## config.mk

```make
export PLATFORM = sky130hd
export DESIGN_NAME = tx_escaper_sched
export DESIGN_NICKNAME = d
export VERILOG_FILES = /design/src/rtl/tx_escaper_sched.sv
export SDC_FILE = /design/constraint.sdc
export NUM_CORES = 1
export LEC_CHECK = 0
export CORE_MARGIN = 4
export CORE_UTILIZATION = 45
export CTS_BUF_LIST = sky130_fd_sc_hd__clkbuf_4
export DETAILED_ROUTE_END_ITERATION = 10
export PLACE_DENSITY = 0.73
export SETUP_SLACK_MARGIN = 0.2
export SLEW_MARGIN = 10
export SYNTH_ARGS = -nofsm -noshare
export SYNTH_HDL_FRONTEND = slang
export SYNTH_SLANG_ARGS = --single-unit
```

## constraint.sdc

```tcl
create_clock -name clock -period 3.6 [get_ports clock]
set_input_delay 1.08 -clock clock [delete_from_list [all_inputs] [get_ports clock]]
set_output_delay 1.08 -clock clock [all_outputs]
set_load 0.01 [all_outputs]
```

## src/rtl/tx_escaper_sched.sv

```systemverilog
// tx_escaper_sched: shares the single escaper input slot between a data lane
// and a control lane, and periodically inserts clock-compensation (CC) words.
// The granted word is registered once and presented to the escaper with the
// same en/idle handshake that the lanes use towards this block.
module tx_escaper_sched #(
  parameter int unsigned          WR_WIDTH  = 12,
  parameter int unsigned          CC_PERIOD = 1024,
  parameter int unsigned          CC_LEN    = 2,
  parameter logic [WR_WIDTH-1:0]  CC_WORD   = WR_WIDTH'(12'hF7C),
  parameter int unsigned          MAX_BURST = 8
) (
  input  logic                clock,
  input  logic                reset,
  input  logic                in_enable,
  input  logic                dat_en,
  input  logic [WR_WIDTH-1:0] dat_data,
  output logic                dat_idle,
  input  logic                ctl_en,
  input  logic [WR_WIDTH-1:0] ctl_data,
  output logic                ctl_idle,
  output logic                out_en,
  output logic [WR_WIDTH-1:0] out_data,
  input  logic                in_idle,
  output logic                cc_active
);

  localparam int unsigned PER_W = (CC_PERIOD > 1) ? $clog2(CC_PERIOD) : 1;
  localparam int unsigned CNT_W = 4;

  localparam logic [PER_W-1:0] PER_LAST   = PER_W'(CC_PERIOD - 1);
  localparam logic [CNT_W-1:0] BURST_LAST = CNT_W'(MAX_BURST - 1);
  localparam logic [CNT_W-1:0] CC_LAST    = CNT_W'(CC_LEN - 1);

  localparam logic PTR_DAT = 1'b0;
  localparam logic PTR_CTL = 1'b1;

  typedef enum logic {
    ST_NORMAL = 1'b0,
    ST_CC_INS = 1'b1
  } state_t;

  state_t                r_state;
  state_t                w_state_nxt;

  logic                  r_vld;
  logic [WR_WIDTH-1:0]   r_data;
  logic                  r_ptr;
  logic [CNT_W-1:0]      r_burst;
  logic [PER_W-1:0]      r_per_cnt;
  logic [CNT_W-1:0]      r_cc_cnt;

  logic                  w_slot_free;
  logic                  w_xfer;
  logic                  w_offer;
  logic                  w_accept;
  logic                  w_cc_load;
  logic [WR_WIDTH-1:0]   w_lane_data;

  // The output register can take a new word when empty or draining this cycle.
  assign w_slot_free = !r_vld || in_idle;
  assign w_xfer      = r_vld && in_idle && in_enable;

  assign out_en   = r_vld && in_idle;
  assign out_data = r_data;

  // State register.
  always_ff @(posedge clock or posedge reset) begin
    if (reset) begin
      r_state <= ST_NORMAL;
    end else begin
      r_state <= w_state_nxt;
    end
  end

  // Next-state: enter CC after the period expires, leave after the last CC load.
  always_comb begin
    w_state_nxt = r_state;
    case (r_state)
      ST_NORMAL: begin
        if (in_enable && (r_per_cnt == PER_LAST)) begin
          w_state_nxt = ST_CC_INS;
        end
      end
      ST_CC_INS: begin
        if (in_enable && w_slot_free && (r_cc_cnt == CC_LAST)) begin
          w_state_nxt = ST_NORMAL;
        end
      end
      default: w_state_nxt = ST_NORMAL;
    endcase
  end

  // Outputs and strobes: lane offer/accept in NORMAL, CC loads in CC_INS.
  always_comb begin
    w_offer     = 1'b0;
    w_accept    = 1'b0;
    w_cc_load   = 1'b0;
    w_lane_data = dat_data;
    dat_idle    = 1'b0;
    ctl_idle    = 1'b0;
    cc_active   = 1'b0;
    case (r_state)
      ST_NORMAL: begin
        // Reset gating keeps both lane idles low while reset is held.
        w_offer     = w_slot_free && in_enable && !reset;
        dat_idle    = w_offer && (r_ptr == PTR_DAT);
        ctl_idle    = w_offer && (r_ptr == PTR_CTL);
        w_accept    = (dat_idle && dat_en) || (ctl_idle && ctl_en);
        w_lane_data = (r_ptr == PTR_CTL) ? ctl_data : dat_data;
      end
      ST_CC_INS: begin
        cc_active = 1'b1;
        w_cc_load = w_slot_free && in_enable;
      end
      default: begin
        cc_active = 1'b0;
      end
    endcase
  end

  // Output word register: a new load wins over a simultaneous drain.
  always_ff @(posedge clock or posedge reset) begin
    if (reset) begin
      r_vld  <= 1'b0;
      r_data <= '0;
    end else if (w_accept) begin
      r_vld  <= 1'b1;
      r_data <= w_lane_data;
    end else if (w_cc_load) begin
      r_vld  <= 1'b1;
      r_data <= CC_WORD;
    end else if (w_xfer) begin
      r_vld  <= 1'b0;
    end
  end

  // Lane pointer: switch after a full burst or after a declined offer.
  always_ff @(posedge clock or posedge reset) begin
    if (reset) begin
      r_ptr   <= PTR_DAT;
      r_burst <= '0;
    end else if (w_accept) begin
      if (r_burst == BURST_LAST) begin
        r_ptr   <= ~r_ptr;
        r_burst <= '0;
      end else begin
        r_burst <= r_burst + CNT_W'(1);
      end
    end else if (w_offer) begin
      r_ptr   <= ~r_ptr;
      r_burst <= '0;
    end
  end

  // CC period counter: counts enabled NORMAL cycles, held at zero during CC.
  always_ff @(posedge clock or posedge reset) begin
    if (reset) begin
      r_per_cnt <= '0;
    end else if (in_enable && (r_state == ST_NORMAL)) begin
      if (r_per_cnt == PER_LAST) begin
        r_per_cnt <= '0;
      end else begin
        r_per_cnt <= r_per_cnt + PER_W'(1);
      end
    end
  end

  // CC word counter within one insertion.
  always_ff @(posedge clock or posedge reset) begin
    if (reset) begin
      r_cc_cnt <= '0;
    end else if (w_cc_load) begin
      if (r_cc_cnt == CC_LAST) begin
        r_cc_cnt <= '0;
      end else begin
        r_cc_cnt <= r_cc_cnt + CNT_W'(1);
      end
    end
  end

endmodule
```

==> metrics.md, run 1 <==
| Metric | Value |
|---|---|
| Status | `finished, final reports clean` |
| Area growth from synthesis to final layout | `34.7%` |
| Hold crit path type | `flop to flop` |
| Crit path arrival time | `2.26 ns` |
| Chip Width | `69.2 µm` |
| Design area | `2270 µm²` |
| Wire per inst | `14.9 µm` |
| Final setup vio count | `0` |
| DRC viols | `0` |
| Detailed Route WL | `4.14 mm` |
| Final Hold Vio Count | `0` |
| Global-route wire length before repair | `7.11 mm` |
| GRT Total Usage | `18.2%` |
| Via Count | `1503` |
| Initial DRC Count | `60` |
| Clock Path Buffers | `2` |
| Yosys cell types | `37` |
| Pin count of the biggest net entering global routing | `35` |
| Vias in the first global route | `1516` |
| Number of synthesized register bits | `33` |
| Worst-path fanout max | `4` |
| Dpl hpwl | `3.11 mm` |
| Post-CTS setup buffer count | `0` |
| Setup CP Type | `primary input to output port` |
| CP endpoint kind | `output port` |
| Die area | `4780 µm²` |
| Fin nets | `262` |
| Critical-path top delay cell | `clkdlybuf4s50_1` |
| RePlAce Congestion | `0.793` |
| Insertion delay to the later sink of the worst-skew pair | `0.33 ns` |
| DRT Pass-1 Iters | `6` |
| Clock Skews | `0.00469 ns` |
| Fin crit share | `92.9%` |
| Row count | `21` |
| Final Critical Period | `3.34 ns` |
| Vias per Instance | `5.43` |
| Clock root buffer | `clkbuf_4` |
| Mean post-synth cell area | `9.40 µm²` |
| Pwr per Cell Area | `577 nW/µm²` |
| Worst vdd ir | `309 µV` |
| CTS tree | `yes` |
| Die H | `69.2 µm` |
| Sequential fraction of the synthesis area | `49.1%` |
| Initial antenna violation count | `0` |
| IO Port Bufs | `45` |
| Hold_ws | `0.484 ns` |
| Post-Syn Area | `1680 µm²` |
| Clock slew at reported path FFs | `0.10 ns` |
| Antenna Nets Post-Route | `0` |
| IO Pins | `46` |
| CTS Buf Count | `5` |
| H-tree depth | `2` |
| CP cell instances | `clkdlybuf4s50_1 -> nor2b_1 -> nor3_2 -> and2_1 -> dlygate4sd2_1` |
| Grt ovf | `0` |
| Delay of the slowest critical-path stage | `0.46 ns` |
| Placed inst area | `2210 µm²` |
| Total power | `0.00131 W` |
| Worst Tran Pin Value | `0.963 ns` |
| R2r setup slk | `1.80 ns` |
| Core area | `3470 µm²` |
| CTS Sinks | `33` |
| Cells after Synth | `179` |
| Antenna cells | `0` |
| Peak Freq | `299 MHz` |
| Slew Viols, Final | `0` |
| Unrepaired setup endpoints after global routing | `false` |
| Share of post-route cells with drive strength above 1 | `10.4%` |
| Syn nets | `211` |
| Setup_tns | `0 ns` |
| Starting density of the core | `48.5%` |
| Max Cap Viol | `0` |
| Standby leakage power | `1.00 nW` |
| Worst slew margin | `35.7%` |
| Data required, critical path | `2.52 ns` |
| Ys Warns | `0` |
| Startpoint Class | `primary input` |
sequential cells by signal (all words and copies together), names as in the netlist:
name       cells
r_state        1
r_burst        4
r_cc_cnt       4
r_ptr          1
r_per_cnt     10
r_vld          1
out_data      12
cell type report:
cell class,instances,area (µm²)
clock buffers,6,45.0
clock inverters,2,10.0
fillers,308,1200
inverters,1,7.51
multi-input cells,134,797
flip-flops and latches,33,826
well taps,46,57.6
repair buffers,55,524
synthesized netlist by cell type, drive strengths merged:
cell type	number	area, µm²
xor2	3	26.3
nand3	13	65.1
inv	1	3.75
a32o	1	10.0
and3b	1	8.76
nor2	7	26.3
xnor2	6	52.6
buf	7	45.0
clkbuf	4	16.3
and4	1	8.76
mux2i	4	40.0
dfrtp	33	826
o211ai	1	7.51
nor4	1	21.3
nand4	3	18.8
nor2b	3	18.8
a21oi	1	5.00
nor3	11	55.1
nand3b	1	7.51
ha	2	25.0
nand2b	3	26.3
a31oi	10	62.6
a32oi	1	8.76
and3	3	18.8
and2	3	18.8
and4b	1	10.0
o21ai	14	70.1
o41ai	1	8.76
mux2	2	22.5
a21o	1	7.51
a221o	1	10.0
nand2	35	131
stage by stage:
stage	cells	util (%)	worst slack, ns
floorplan	179	-	0.553
global placement	269	63.7	-0.0919
detailed placement	269	63.7	-0.113
CTS	277	65.3	0.215
global route	277	65.4	0.213
finish	277	65.4	0.257
kinds of logic (layout without fill, tap and decap cells):
kind of cell | after synthesis | after routing | share of synthesized area, %
flip-flops | 33 | 33 | 49.1
multiplexers | 6 | 6 | 3.72
buffers and inverters | 12 | 64 | 3.86
adder cells (fa/ha/maj) | 2 | 2 | 1.49
XOR/XNOR | 9 | 9 | 4.68
AND/OR/NAND/NOR | 86 | 86 | 25.9
AO/OA/AOI/OAI | 31 | 31 | 11.3
layer usage:
layer / vias to the layer above / share of wire (%) / GRT usage, %
li1: 736 / - / -
met1: 722 / 42 / 22.1
met2: 40 / 51 / 31.3
met3: 5 / 5.5 / 4.51
met4: 0 / 1.2 / 6.51
met5: - / 0 / 0
worst paths after layout:
path,startpoint,end,depth (start not counted)
setup / recovery,in_idle,ctl_idle,5
hold / removal,r_per_cnt[8],r_per_cnt[8],1
setup reg to reg,r_ptr,out_data[7],3
hold reg to reg,r_per_cnt[8],r_per_cnt[8],1
max in group asynchronous,reset,out_data[0],3
min in group asynchronous,reset,r_burst[3],3
cell usage in the layout (no fill, tap or decap), types with 6 or more instances in the layout:
master           instances
a31oi_1                 10
buf_4                   10
clkbuf_4                 6
clkdlybuf4s50_1         41
dfrtp_1                 33
nand2_1                 35
nand3_1                 13
nor2_1                   7
nor3_1                  10
o21ai_0                 14
xnor2_1                  6
worst max-delay path: cells and delay by family:
kind / cells / cell delay [ns]
simple gates: 3 / 0.44
buf+inv: 2 / 0.74
where the power goes:
group	total, W	switching [W]	internal, W	leakage (nW)
clock network	0.000207	0.000125	0.0000819	0.0354
logic	0.000526	0.000246	0.000280	0.550
registers	0.000575	0.0000895	0.000486	0.416
total	0.00131	0.000461	0.000847	1.00
what timing repair did:
action                     4_1_cts  5_1_grt
pin swaps                        0        0
gates resized for setup          4        1
setup endpoints to repair        2        1
hold buffers                     0        0
(Power assumes the default switching activity.)
==> run 2: changes to the inputs <==
--- a/config.mk
+++ b/config.mk
@@ -5,6 +5,7 @@
 export SDC_FILE = /design/constraint.sdc
 export NUM_CORES = 1
 export LEC_CHECK = 0
+export ABC_AREA = 1
 export CORE_MARGIN = 4
 export CORE_UTILIZATION = 45
 export CTS_BUF_LIST = sky130_fd_sc_hd__clkbuf_4
==> metrics.md, run 2 <==
| Metric | Value |
|---|---|
| Status | `finished, final reports clean` |
| Chip Width | `70.9 µm (+2.5%)` |
| DRT Pass-1 Iters | `4 (-2)` |
| CP delay by family, top | `buffers and inverters` |
| Final Critical Period | `3.29 ns (-0.0526 ns)` |
| Delay of the slowest critical-path stage | `0.49 ns (+0.03 ns)` |
| Switch share | `38.0% (+2.8 points)` |
| Final Core Density | `63.4% (-1.9 points)` |
| Cells after Synth | `215 (+20%)` |
| CP endpoint kind | `output port` |
| Slew Viols, Final | `0 (unchanged)` |
| CTS tree | `yes` |
| Die H | `70.9 µm (+2.5%)` |
| IO Pins | `46 (unchanged)` |
| Clock Path Buffers | `2 (unchanged)` |
| Area contributors post-synth | `dfrtp_1, nand2_1, nand3_1` |
| Leading area contributor after synthesis | `dfrtp_1` |
| Most frequent cell after synthesis | `nand2_1` |
| Dpl cells | `311 (+16%)` |
| Hold Buf Count CTS | `0 (unchanged)` |
| DRC viols | `0 (unchanged)` |
| Worst slew margin | `45.7% (+10 points)` |
| Unrepaired setup endpoints after global routing | `false` |
| Most common cell after layout, fill and taps aside | `nand2_1` |
| Post-Syn Area | `1780 µm² (+5.7%)` |
| Vias per Instance | `4.79 (-12%)` |
| Max Cap Viol | `0 (unchanged)` |
| Clock network fraction of total power | `14.7% (-1.1 points)` |
| Die area | `5020 µm² (+5.0%)` |
| Hold crit path type | `flop to flop` |
| Mean post-synth cell area | `8.27 µm² (-12%)` |
| Final setup vio count | `0 (unchanged)` |
| IO Port Bufs | `45 (unchanged)` |
| Peak Freq | `304 MHz (+1.6%)` |
| Worst-path fanout max | `3 (-1)` |
| Antenna Nets Post-Route | `0 (unchanged)` |
| Compound-Gate Fraction of Synth Area | `5.14% (-6.2 points)` |
| Worst Path Buf+Inv | `4 (+2)` |
| Share of post-route cells with drive strength above 1 | `17.2% (+6.8 points)` |
| Final Hold Vio Count | `0 (unchanged)` |
| GRT Total Usage | `16.5% (-1.7 points)` |
| RePlAce Congestion | `0.833 (+5.0%)` |
| Initial antenna violation count | `0 (unchanged)` |
| Worst Tran Pin Value | `0.812 ns (-0.151 ns)` |
| Ys Warns | `0 (unchanged)` |
| CTS Buf Count | `5 (unchanged)` |
| Wire per inst | `12.0 µm (-20%)` |
| Pin count of the biggest net entering global routing | `34 (-2.9%)` |
| Area fraction of the dominant cell type after synthesis | `46.4% (-2.6 points)` |
| Clock root buffer | `clkbuf_4` |
| Area growth from synthesis to final layout | `33.6%` |
| Post-synth ARST share | `100% (unchanged)` |
| Sequential cell fraction of total power | `43.8% (-0.2 points)` |
| Row count | `22 (+4.8%)` |
| Synth Flop Type | `dfrtp_1` |
| Startpoint Class | `primary input` |
| Data required, critical path | `2.52 ns (about the same)` |
| Post-synth top cells | `nand2_1, dfrtp_1, nand3_1` |
| Core area | `3740 µm² (+7.9%)` |
| Layout Cells excl Fill | `321 (+16%)` |
| Synth Area in XOR/XNOR | `3.94% (-0.74 points)` |
| Fin crit share | `91.4% (-1.5 points)` |
| H-tree depth | `2 (unchanged)` |
| CTS Sinks | `33 (unchanged)` |
| Critical-path top delay cell | `clkdlybuf4s50_1` |
| Standby leakage power | `1.15 nW (+15%)` |
| Net switching power | `0.000538 W (+17%)` |
| Antenna cells | `0 (unchanged)` |
| Setup CP Type | `primary input to output port` |
| Pwr per Cell Area | `595 nW/µm² (+3.2%)` |
| Global-route wire length before repair | `6.49 mm (-8.7%)` |
| Insertion delay to the later sink of the worst-skew pair | `0.34 ns (about the same)` |
| Max reg flops | `12 (unchanged)` |
| Dpl hpwl | `2.89 mm (-7.0%)` |
| Fin nets | `304 (+16%)` |
| Most frequent cells in the layout | `nand2_1, clkdlybuf4s50_1, dfrtp_1` |
| Synth Area in Adders | `1.41% (-0.080 points)` |
| Number of synthesized register bits | `33 (unchanged)` |
| CP cell instances | `clkdlybuf4s50_1 -> nand2_2 -> nor3_2 -> buf_4 -> inv_1 -> nor2_1 -> buf_2` |
| Post-synth EDFFs | `0 (unchanged)` |
| Via Count | `1537 (+2.3%)` |
| Vias in the first global route | `1405 (-7.3%)` |
| Internal power | `0.000876 W (+3.4%)` |
| Worst vdd ir | `403 µV (+30%)` |
| Syn nets | `247 (+17%)` |
| Starting density of the core | `47.5% (-1.0 points)` |
| Crit path arrival time | `2.21 ns (-0.05 ns)` |
| Clock slew at reported path FFs | `0.10 ns (about the same)` |
| Clock Skews | `0.0123 ns (+0.00760 ns)` |
| Yosys cell types | `27 (-27%)` |
| Post-synthesis mux area share | `0% (-3.7 points)` |
| Detailed Route WL | `3.84 mm (-7.2%)` |
| Comb pwr share | `41.5% (+1.3 points)` |
| Fillers | `339 (+10%)` |
| Initial DRC Count | `54 (-10%)` |
| Sequential fraction of the synthesis area | `46.4% (-2.6 points)` |
| Grt ovf | `0 (unchanged)` |
| Post-synthesis simple-gate area fraction | `37.3% (+11 points)` |
| Largest family of logic cells by synthesized area | `simple AND/OR/NAND/NOR gates` |
run 2: cell types whose count changed in the layout (fill, tap and decap cells not counted), sizes merged, moves of 7 or more:
cell / previous run / this run
nand2: 35 / 85
a31oi: 10 / 0
nand3: 13 / 23
inv: 0 / 18
nor3: 11 / 2
nor2: 7 / 14
run 2: routing by layer:
metal	vias to the layer above	wire, µm	track usage [%]
met5	-	0	0
met4	0	68	6.68
met3	5	216	6.25
met2	30	1850	26.7
met1	706	1710	19.9
li1	796	-	-
run 2: through the flow:
step | setup WS, ns | total power (W) | hold WS, ns | instance area (µm²) | TNS (ns)
finish | 0.310 | 0.00141 | 0.471 | 2370 | 0
global route | 0.211 | 0.00153 | 0.517 | 2370 | 0
CTS | 0.242 | 0.00143 | 0.476 | 2360 | 0
detailed placement | -0.267 | 0.00122 | 0.460 | 2310 | -0.521
global placement | -0.265 | 0.00120 | 0.460 | 2310 | -0.490
floorplan | 0.692 | 0.000951 | 0.438 | 1780 | 0
run 2: final timing paths:
| kind | from | to | slack [ns] | cells after the start |
|---|---|---|---|---|
| hold / removal | r_cc_cnt[3] | r_cc_cnt[3] | 0.47 | 1 |
| max in group asynchronous | reset | out_data[10] | 1.98 | 4 |
| hold reg to reg | r_cc_cnt[3] | r_cc_cnt[3] | 0.47 | 1 |
| setup / recovery | in_enable | ctl_idle | 0.31 | 7 |
| setup reg to reg | r_ptr | out_data[10] | 1.70 | 7 |
| min in group asynchronous | reset | r_state | 1.31 | 4 |
run 2: layout make-up:
| class | instances | area [µm²] | share of cell area [%] |
|---|---|---|---|
| clock inverter | 2 | 10.0 | 0.421 |
| multi-input combinational | 160 | 857 | 36.1 |
| timing repair buffer | 54 | 507 | 21.3 |
| tap | 48 | 60.1 | 2.53 |
| inverter | 18 | 70.1 | 2.95 |
| sequential | 33 | 826 | 34.8 |
| clock buffer | 6 | 45.0 | 1.90 |
run 2: repair_timing:
| action | in CTS | in global routing |
|---|---|---|
| resized for setup | 10 | 2 |
| pin swaps | 0 | 1 |
| setup buffers | 0 | 2 |
| setup endpoints to repair | 2 | 1 |
run 2: logic make-up (layout without fill, tap and decap cells):
logic type / after synthesis / count (layout)
AO/OA/AOI/OAI: 16 / 16
XOR/XNOR: 8 / 8
AND/OR/NAND/NOR: 134 / 134
flip-flops: 33 / 33
adder cells (fa/ha/maj): 2 / 2
buffers and inverters: 22 / 80
run 2: power groups by stage:
| stage | sequential (W) | clock (W) | combinational, W |
|---|---|---|---|
| final | 0.000619 | 0.000208 | 0.000587 |
| after global routing | 0.000642 | 0.000233 | 0.000653 |
| after global placement | 0.000621 | 0 | 0.000583 |
| after floorplan | 0.000637 | 0 | 0.000315 |
| after CTS | 0.000620 | 0.000218 | 0.000596 |
| after detailed placement | 0.000625 | 0 | 0.000596 |
==> run 3: changes to the inputs <==
--- a/config.mk
+++ b/config.mk
@@ -11,7 +11,6 @@
 export CTS_BUF_LIST = sky130_fd_sc_hd__clkbuf_4
 export DETAILED_ROUTE_END_ITERATION = 10
 export PLACE_DENSITY = 0.73
-export SETUP_SLACK_MARGIN = 0.2
 export SLEW_MARGIN = 10
 export SYNTH_ARGS = -nofsm -noshare
 export SYNTH_HDL_FRONTEND = slang
==> metrics.md, run 3 (synthesized netlist as in run 2, its figures left out) <==
| Metric | Value |
|---|---|
| Switch share | `38.1% (+0.068 points)` |
| CP delay by family, top | `buffers and inverters` |
| Die area | `5020 µm² (unchanged)` |
| Pre-CTS setup slack | `-0.267 ns (unchanged)` |
| CTS Sinks | `33 (unchanged)` |
| Via Count | `1540 (+0.20%)` |
| Placed inst area | `2310 µm² (unchanged)` |
| Startpoint Class | `primary input` |
| Comb pwr share | `41.3% (-0.2 points)` |
| Final Hold Vio Count | `0 (unchanged)` |
| CTS tree | `yes` |
| DRC viols | `0 (unchanged)` |
| R2r setup slk | `1.70 ns (about the same)` |
| Final Core Density | `63.0% (-0.43 points)` |
| Worst-path fanout max | `3 (unchanged)` |
| GRT Total Usage | `16.5% (-0.030 points)` |
| Grt ovf | `0 (unchanged)` |
| Worst Hold Path Cells | `1 (unchanged)` |
| Clock Skews | `0.0119 ns (-0.000365 ns)` |
| Core area | `3740 µm² (unchanged)` |
| Peak Freq | `292 MHz (-3.8%)` |
| Starting density of the core | `47.5% (unchanged)` |
| Fin crit share | `95.0% (+3.6 points)` |
| Slew Viols, Final | `0 (unchanged)` |
| Row count | `22 (unchanged)` |
| Worst vdd ir | `403 µV (about the same)` |
| Unrepaired setup endpoints after global routing | `false` |
| Clock root buffer | `clkbuf_4` |
| Cells on worst reg2reg path | `7 (unchanged)` |
| Design area | `2360 µm² (-0.69%)` |
| Hold crit path type | `flop to flop` |
| IO Port Bufs | `45 (unchanged)` |
| Area growth from synthesis to final layout | `32.7%` |
| Clock slew at reported path FFs | `0.10 ns (about the same)` |
| Hold Buf Count CTS | `0 (unchanged)` |
| Worst Tran Pin Value | `0.812 ns (-0.000389 ns)` |
| H-tree depth | `2 (unchanged)` |
| CP startpoint | `in_idle` |
| Clock Path Buffers | `2 (unchanged)` |
| Dpl hpwl | `2.89 mm (unchanged)` |
| Total power | `0.00141 W (-0.19%)` |
| Initial antenna violation count | `0 (unchanged)` |
| Worst path most repeated cell | `inv_1` |
| CP cell instances | `clkdlybuf4s50_1 -> inv_1 -> nand2_4 -> nand2_1 -> nor3_2 -> buf_4 -> inv_1 -> nor2_1 -> clkbuf_2` |
| Delay of the slowest critical-path stage | `0.49 ns (about the same)` |
| Chip Width | `70.9 µm (unchanged)` |
| Reg-to-reg critical path startpoint | `r_ptr` |
| Fin nets | `302 (-0.66%)` |
| Initial DRC Count | `63 (+17%)` |
| Pwr per Cell Area | `598 nW/µm² (+0.50%)` |
| Net switching power | `0.000537 W (about the same)` |
| Insertion delay to the later sink of the worst-skew pair | `0.34 ns (about the same)` |
| Final Worst Setup Slack | `0.179 ns (-0.131 ns)` |
| Sequential cell fraction of total power | `43.9% (about the same)` |
| Most frequent cells in the layout | `nand2_1, clkdlybuf4s50_1, dfrtp_1` |
| Vias per Instance | `4.83 (+0.82%)` |
| Detailed Route WL | `3.84 mm (about the same)` |
| Post-CTS setup buffer count | `0 (unchanged)` |
| Hold Path Origin | `r_cc_cnt[3]` |
| Antenna cells | `0 (unchanged)` |
| R2r endpoint | `out_data[10]` |
| Max Cap Viol | `0 (unchanged)` |
| Data required, critical path | `2.52 ns (about the same)` |
| Critical-path top delay cell | `clkdlybuf4s50_1` |
| Status | `finished, final reports clean` |
| Vias in the first global route | `1405 (unchanged)` |
| CTS Buf Count | `5 (unchanged)` |
| DRT Pass-1 Iters | `4 (unchanged)` |
| Final Critical Period | `3.42 ns (+0.131 ns)` |
| Max reg flops | `12 (unchanged)` |
| Hold Path Sink | `r_cc_cnt[3]` |
| Die H | `70.9 µm (unchanged)` |
| Worst slew margin | `45.7% (about the same)` |
| Global-route wire length before repair | `6.48 mm (-0.11%)` |
| RePlAce Congestion | `0.833 (unchanged)` |
| Share of post-route cells with drive strength above 1 | `15.9% (-1.3 points)` |
| CP endpoint kind | `output port` |
| Most common cell after layout, fill and taps aside | `nand2_1` |
| Internal power | `0.000874 W (-0.30%)` |
| Antenna Nets Post-Route | `0 (unchanged)` |
| Standby leakage power | `1.14 nW (-0.95%)` |
| Pin count of the biggest net entering global routing | `34 (unchanged)` |
| Worst Path Buf+Inv | `5 (+1)` |
| Crit path arrival time | `2.34 ns (+0.13 ns)` |
| Final setup vio count | `0 (unchanged)` |
| Clock network fraction of total power | `14.7% (about the same)` |
| IO Pins | `46 (unchanged)` |
| Setup CP Type | `primary input to output port` |
| Wire per inst | `12.1 µm (+0.71%)` |
-- run 3: changes by cell type in the layout (fill, tap and decap cells not counted), sizes merged --
cell,previous run,this run
buf,11,8
clkbuf,6,7
clkdlybuf4s50,42,43
dlygate4sd2,1,0
-- run 3: per-layer routing --
layer | vias to the layer above | track usage (%) | share of wire (%)
met5 | - | 0 | 0
met4 | 0 | 6.68 | 1.9
met3 | 7 | 6.25 | 5.7
met2 | 36 | 26.7 | 48
met1 | 706 | 19.9 | 45
li1 | 791 | - | -
-- run 3: worst max path at each step --
| stage | depth (start not counted) | slack (ns) | end |
|---|---|---|---|
| after global placement | 9 | -0.27 | ctl_idle |
| after CTS | 9 | 0.02 | ctl_idle |
| after global routing | 9 | 0.05 | dat_idle |
| after floorplan | 6 | 0.69 | ctl_idle |
| after detailed placement | 9 | -0.27 | ctl_idle |
| final | 9 | 0.18 | dat_idle |
-- run 3: final cells by class --
class | instances | area, µm²
fillers | 343 | 1390
flip-flops and latches | 33 | 826
well taps | 48 | 60.1
repair buffers | 52 | 493
inverters | 18 | 70.1
multi-input cells | 160 | 855
clock buffers | 6 | 45.0
clock inverters | 2 | 10.0
-- run 3: repair_timing --
item,in CTS,in global routing
pin swaps,0,0
resized for setup,5,3
endpoints found under the setup margin,2,2
-- run 3: per-stage QoR --
step,instances,hold WS [ns],TNS [ns]
6_report,319,0.471,0
5_1_grt,319,0.517,0
4_1_cts,319,0.476,0
3_5_place_dp,311,0.460,-0.521
3_3_place_gp,311,0.460,-0.490
2_1_floorplan,215,0.438,0
-- run 3: power by group through the flow --
stage	Combinational, W	Sequential [W]	Clock (W)
after floorplan	0.000315	0.000637	0
after global placement	0.000583	0.000621	0
after detailed placement	0.000596	0.000625	0
after CTS	0.000596	0.000620	0.000218
after global routing	0.000650	0.000642	0.000233
final	0.000583	0.000620	0.000208
